==> src/rtl/spinn_aer_out_mapper.sv <==
// spinn_aer_out_mapper
//   SpiNNaker-packet to AER-event mapper for the SpiNNaker-link output path.
//   Accepts 72-bit packets and classifies each consumed packet as follows:
//     - Non-multicast packets are dropped.
//     - Packets that fail odd parity are dropped and flagged.
//     - Packets whose key does not match the key filter are dropped.
//     - All remaining packets are buffered in a ring FIFO.
//   Buffered keys are emitted as AER words under a valid/ready handshake.
//   The module keeps saturating drop and parity-error counters.
//
// Optional feature:
//   `define OUT_MAPPER_PAYLOAD_EN
//     Each entry also stores the payload and the payload flag. A payload
//     packet is then emitted as two AER words: the key, then the payload.
//
// Ports:
//   clk, rst         single clock, synchronous active-high reset
//   cfg_key_mask     key filter mask (0 passes all keys)
//   cfg_key_value    key filter match value
//   cnt_clr          single-cycle clear of both counters
//   opkt_data        packet: [7:6] type, [1] payload flag, [0] parity,
//                    [39:8] key, [71:40] payload
//   opkt_vld/rdy     packet handshake (rdy = ~full, forced 0 in reset)
//   oaer_data        AER word, 0 while oaer_vld = 0
//   oaer_vld/rdy     AER handshake
//   parity_err       one-cycle pulse per parity-failed multicast packet
//   parity_err_cnt   saturating parity-error count
//   drop_cnt         saturating count of non-multicast and filtered packets

module spinn_aer_out_mapper #(
    parameter int AER_WIDTH  = 32,
    parameter int FIFO_DEPTH = 4,
    parameter int CNT_WIDTH  = 16
) (
    input  logic                 clk,
    input  logic                 rst,
    input  logic [31:0]          cfg_key_mask,
    input  logic [31:0]          cfg_key_value,
    input  logic                 cnt_clr,
    input  logic [71:0]          opkt_data,
    input  logic                 opkt_vld,
    output logic                 opkt_rdy,
    output logic [AER_WIDTH-1:0] oaer_data,
    output logic                 oaer_vld,
    input  logic                 oaer_rdy,
    output logic                 parity_err,
    output logic [CNT_WIDTH-1:0] parity_err_cnt,
    output logic [CNT_WIDTH-1:0] drop_cnt
);

    localparam int PW = $clog2(FIFO_DEPTH);
    localparam int CW = $clog2(FIFO_DEPTH + 1);
`ifdef OUT_MAPPER_PAYLOAD_EN
    localparam int EW = 65;   // {payload flag, payload, key}
`else
    localparam int EW = 32;   // key only
`endif

    typedef enum logic {ST_KEY, ST_PLD} state_t;

    function automatic logic [CNT_WIDTH-1:0] sat_inc(input logic [CNT_WIDTH-1:0] v);
        return (&v) ? v : v + CNT_WIDTH'(1);
    endfunction

    logic [EW-1:0]        r_mem [FIFO_DEPTH];
    logic [PW-1:0]        r_wr_ptr, r_rd_ptr;
    logic [CW-1:0]        r_count;
    state_t               r_state, w_state_nxt;
    logic                 r_parity_err;
    logic [CNT_WIDTH-1:0] r_pe_cnt, r_drop_cnt;

    logic        w_full, w_empty, w_acc;
    logic        w_is_mc, w_par_ok, w_key_ok, w_push, w_drop, w_perr;
    logic [EW-1:0] w_entry, w_head;
    logic [31:0] w_head_key, w_head_pld;
    logic        w_head_has_pld;
    logic        w_vld, w_pop;
    logic [31:0] w_word;

    assign w_full   = (r_count == CW'(FIFO_DEPTH));
    assign w_empty  = (r_count == '0);
    assign opkt_rdy = ~rst & ~w_full;
    assign w_acc    = opkt_vld & opkt_rdy;

    // Classification of the packet on the input port.
    assign w_is_mc  = (opkt_data[7:6] == 2'b00);
    assign w_par_ok = opkt_data[1] ? (^opkt_data[71:0]) : (^opkt_data[39:0]);
    assign w_key_ok = ((opkt_data[39:8] & cfg_key_mask) == (cfg_key_value & cfg_key_mask));
    assign w_push   = w_acc & w_is_mc & w_par_ok & w_key_ok;
    assign w_perr   = w_acc & w_is_mc & ~w_par_ok;
    assign w_drop   = w_acc & (~w_is_mc | (w_par_ok & ~w_key_ok));

`ifdef OUT_MAPPER_PAYLOAD_EN
    assign w_entry        = {opkt_data[1], opkt_data[71:40], opkt_data[39:8]};
    assign w_head         = r_mem[r_rd_ptr];
    assign w_head_key     = w_head[31:0];
    assign w_head_pld     = w_head[63:32];
    assign w_head_has_pld = w_head[64];
`else
    assign w_entry        = opkt_data[39:8];
    assign w_head         = r_mem[r_rd_ptr];
    assign w_head_key     = w_head;
    assign w_head_pld     = 32'd0;
    assign w_head_has_pld = 1'b0;
`endif

    // Storage holds data only, so it is not reset.
    always_ff @(posedge clk) begin
        if (w_push)
            r_mem[r_wr_ptr] <= w_entry;
    end

    always_ff @(posedge clk) begin
        if (rst) begin
            r_wr_ptr <= '0;
            r_rd_ptr <= '0;
            r_count  <= '0;
        end else begin
            if (w_push) r_wr_ptr <= r_wr_ptr + PW'(1);
            if (w_pop)  r_rd_ptr <= r_rd_ptr + PW'(1);
            // Push and pop together leave the occupancy unchanged.
            case ({w_push, w_pop})
                2'b10:   r_count <= r_count + CW'(1);
                2'b01:   r_count <= r_count - CW'(1);
                default: r_count <= r_count;
            endcase
        end
    end

    always_ff @(posedge clk) begin
        if (rst) begin
            r_parity_err <= 1'b0;
            r_pe_cnt     <= '0;
            r_drop_cnt   <= '0;
        end else begin
            r_parity_err <= w_perr;
            if (cnt_clr) begin
                r_pe_cnt   <= '0;
                r_drop_cnt <= '0;
            end else begin
                if (w_perr) r_pe_cnt   <= sat_inc(r_pe_cnt);
                if (w_drop) r_drop_cnt <= sat_inc(r_drop_cnt);
            end
        end
    end

    // Output FSM: state register.
    always_ff @(posedge clk) begin
        if (rst) r_state <= ST_KEY;
        else     r_state <= w_state_nxt;
    end

    // Output FSM: next state.
    always_comb begin
        w_state_nxt = r_state;
        case (r_state)
            ST_KEY: if (~w_empty & oaer_rdy & w_head_has_pld) w_state_nxt = ST_PLD;
            ST_PLD: if (oaer_rdy) w_state_nxt = ST_KEY;
            default: w_state_nxt = ST_KEY;
        endcase
    end

    // Output FSM: outputs. The head entry stays in the FIFO until its last word is taken.
    always_comb begin
        w_vld  = 1'b0;
        w_word = 32'd0;
        w_pop  = 1'b0;
        case (r_state)
            ST_KEY: begin
                w_vld  = ~w_empty;
                w_word = w_head_key;
                w_pop  = ~w_empty & oaer_rdy & ~w_head_has_pld;
            end
            ST_PLD: begin
                w_vld  = 1'b1;
                w_word = w_head_pld;
                w_pop  = oaer_rdy;
            end
            default: ;
        endcase
    end

    assign oaer_vld       = w_vld;
    assign oaer_data      = w_vld ? w_word[AER_WIDTH-1:0] : '0;
    assign parity_err     = r_parity_err;
    assign parity_err_cnt = r_pe_cnt;
    assign drop_cnt       = r_drop_cnt;

endmodule

==> config.mk <==
export PLATFORM = sky130hd
export DESIGN_NAME = spinn_aer_out_mapper
export DESIGN_NICKNAME = d
export VERILOG_FILES = /design/src/rtl/spinn_aer_out_mapper.sv
export SDC_FILE = /design/constraint.sdc
export NUM_CORES = 1
export LEC_CHECK = 0
export CORE_MARGIN = 5
export CORE_UTILIZATION = 40
export CTS_CLUSTER_DIAMETER = 120
export DETAILED_ROUTE_END_ITERATION = 12
export GPL_TIMING_DRIVEN = 0
export PLACE_DENSITY_LB_ADDON = 0.1
export SYNTH_ARGS = -nofsm -noshare
export SYNTH_HDL_FRONTEND = slang
export SYNTH_SLANG_ARGS = --single-unit
==> constraint.sdc <==
create_clock -name clk -period 12.3 [get_ports clk]
set_input_delay 2.46 -clock clk [delete_from_list [all_inputs] [get_ports clk]]
set_output_delay 2.46 -clock clk [all_outputs]
set_load 0.01 [all_outputs]
==> metrics.yaml <==
synth-seq-area-share_pct: 58.8
clock_latency_ns: 0.43
crit_chain: "clkdlybuf4s50_1 > a31oi_1 > clkdlybuf4s50_1"
path_buf_inv: 2
hold_buffers: 0
synth_nets: 726
grt_max_degree: 23
die_h_um: 151
postLayoutCoreUtil_pct: 56.7
yosys-mux-area-fraction_pct: 9.39
cts_made_buffers: 17
final_hold_viol_count: 0
syn_to_final_growth_pct: 39.0
num-fill-cells: 1608
start_util_pct: 40.8
hold_path.class: "register to register"
drive_above_1_share_pct: 10.4
row_count: 51
synth_ff_type: "edfxtp_1"
cpLargestDelayFamily: "buffers and inverters"
worstMarginPinSlew_ns: 0.887
postCtsSetupBuffers: 0
antenna_found_initial: 0
cp.arrival_ns: 3.97
routabilityCongestion: 0.831
synth_xor_area_share_pct: 13.4
grt_pass1_vias: 5818
drc: 0
peakVddDrop_mv: 0.113
die_width_um: 151
synth_compound_area_share_pct: 5.05
grt_pass1_wl_um: 31200
synthTopCellsByArea: "edfxtp_1 48%, dfxtp_1 11%, mux4_2 9.0%"
switching_power_uw: 330
total_power_mw: 1.37
period_share_pct: 52.3
yosys_warnings: 0
synth-adder-area-share_pct: 1.50
ys_types: 48
clockBufferDepth: 2
start_kind: "input pin"
ctsHtreeMaxLevel: 4
synth_top_area_share_pct: 48.1
cts_root_buf: "clkbuf_16"
synthTopCellsByCount: "128 x edfxtp_1, 69 x xnor2_1, 47 x xor2_1"
die_area_sq_um: 22900
fin_skew_ns: 0.0105
async_flop_share_pct: 0
max_slew_margin_pct: 40.8
synth_area_per_cell_sq_um: 13.9
grt_usage_pct: 18.1
synth_edf_count: 128
pwr-share-clk_pct: 38.7
finalWirelength_um: 20300
ys_seq_elements: 171
dp_hpwl_um: 15300
cts_tree: "yes"
finalSetupTns_ns: 0
core_sq_um: 19600
grt_setup_unrepaired: "false"
pwr-share-comb_pct: 16.0
status: "complete, no violations"
p_leak_nw: 3.61
synth_top_family_by_area: "XOR/XNOR gates"
critPathMostFrequentCell: "clkdlybuf4s50_1"
synthCells: 576
postRouteAntennaNets: 0
critPathSlowestCell: "clkdlybuf4s50_1"
max_stage_delay_ns: 0.63
num_vias: 5444
drtIter0Drc: 195
first_pass_iters: 6
ioPinCount: 208
synth.most_common_cell: "edfxtp_1"
crit_type: "input pin to output port"
path_clk_slew_ns: 0.06
timing.final.crit_period_ns: 6.43
antenna_cells: 0
cts-resized-gates: 0
routedWlPerCell_um: 18.8
p_seq_share_pct: 45.3
synth_top_area_cell: "edfxtp_1"
drv_slew: 0
powerDensity_nw_per_um2: 123
end_kind: "output port"
nets: 956
synth_area_sq_um: 8000
cts_sinks: 171
setup_viol: 0
grt_overflow: 0
fmax_mhz: 156
p_sw_share_pct: 24.1
crit_path_max_fanout: 4
via_per_inst: 5.02
worstPathRequired_ns: 9.84
io_buffers: 207
intPower_mw: 1.04
synthSimpleGateAreaFrac_pct: 10.2
drv_cap: 0
-- per-layer routing --
layer  up-vias  global-route usage (%)  wire length [um]
met4         0                    5.80               313
li1       2600                       -                 -
met2       176                    30.4             10100
met3        19                    4.64              1400
met1      2649                    23.0              8530
met5         -                       0                 0
-- cells by family after synthesis --
family	count (synthesis)
AO/OA/AOI/OAI	58
XOR/XNOR	119
AND/OR/NAND/NOR	150
flip-flops	171
buffers and inverters	34
multiplexers	35
adder cells (fa/ha/maj)	9
-- metrics by stage --
step                      cell area, sq um  setup slack, ns  hold WS, ns  instances
after CTS                            11100             5.88        0.492       1084
after global routing                 11100             5.70        0.527       1084
after floorplan                       8000             5.99        0.457        576
after detailed placement             10500             5.52        0.483       1052
after global placement               10400             4.08        0.477       1048
final                                11100             5.87        0.489       1084
-- path summary, 6_finish.rpt --
check,start,end,slack (ns),depth (start not counted)
setup / recovery,rst,opkt_rdy,5.87,3
hold / removal,r_state,r_state,0.49,1
setup reg to reg,r_count[0],r_count[2],9.44,11
hold reg to reg,r_state,r_state,0.49,1
-- state kept, by name, summed over array words and instances, names as in the netlist, named ones only --
name,flops
r_state,1
drop_cnt,16
parity_err,1
r_wr_ptr,2
r_mem,128
r_count,3
r_rd_ptr,2
parity_err_cnt,16
-- layout make-up --
type	count	area, sq um	share of cell area, %
Tap cell	265	332	2.98
Inverter	16	60.1	0.540
Sequential cell	171	4700	42.3
Clock buffer	18	429	3.86
Clock inverter	14	161	1.45
Timing Repair Buffer	211	2170	19.5
Multi-Input combinational cell	371	3190	28.7
Buffer	18	70.1	0.630
-- cell usage in the layout, fill, tap and decap left out, types with 3 or more instances in the layout --
| master | instances |
|---|---|
| nor2_4 | 4 |
| nor2b_1 | 33 |
| ha_1 | 8 |
| inv_6 | 3 |
| clkbuf_1 | 14 |
| a31oi_1 | 4 |
| clkbuf_16 | 17 |
| nor2_1 | 33 |
| edfxtp_1 | 128 |
| mux2i_1 | 3 |
| a22oi_1 | 16 |
| o31ai_1 | 3 |
| inv_1 | 16 |
| clkinv_4 | 4 |
| clkdlybuf4s50_1 | 207 |
| o21ai_0 | 8 |
| and3_1 | 10 |
| nor3_1 | 3 |
| buf_1 | 3 |
| xnor2_1 | 69 |
| nand2_1 | 20 |
| mux4_2 | 32 |
| xor2_1 | 47 |
| nor4_1 | 6 |
| o211ai_1 | 4 |
| nand4_1 | 6 |
| or3_1 | 7 |
| dfxtp_1 | 43 |
| or4_1 | 7 |
| a21oi_1 | 13 |
| nand3_1 | 10 |
-- worst register-to-register path: stages (launching register included) --
cell and delay (ns):
dfxtp_1 0.33, inv_1 0.10, a31oi_1 0.20, nand3_1 0.16, a211o_1 0.11, clkbuf_1 0.52
ha_1 0.32, inv_1 0.07, fa_1 0.38, xor2_1 0.16, or3_1 0.31, a21oi_1 0.14
-- power by group through the flow --
stage | logic [mW] | clock network [mW] | registers, mW
CTS | 0.223 | 0.540 | 0.620
global route | 0.238 | 0.568 | 0.620
floorplan | 0.135 | 0 | 0.634
detailed placement | 0.222 | 0 | 0.633
global placement | 0.220 | 0 | 0.633
finish | 0.218 | 0.530 | 0.620
(Power assumes the default switching activity.)
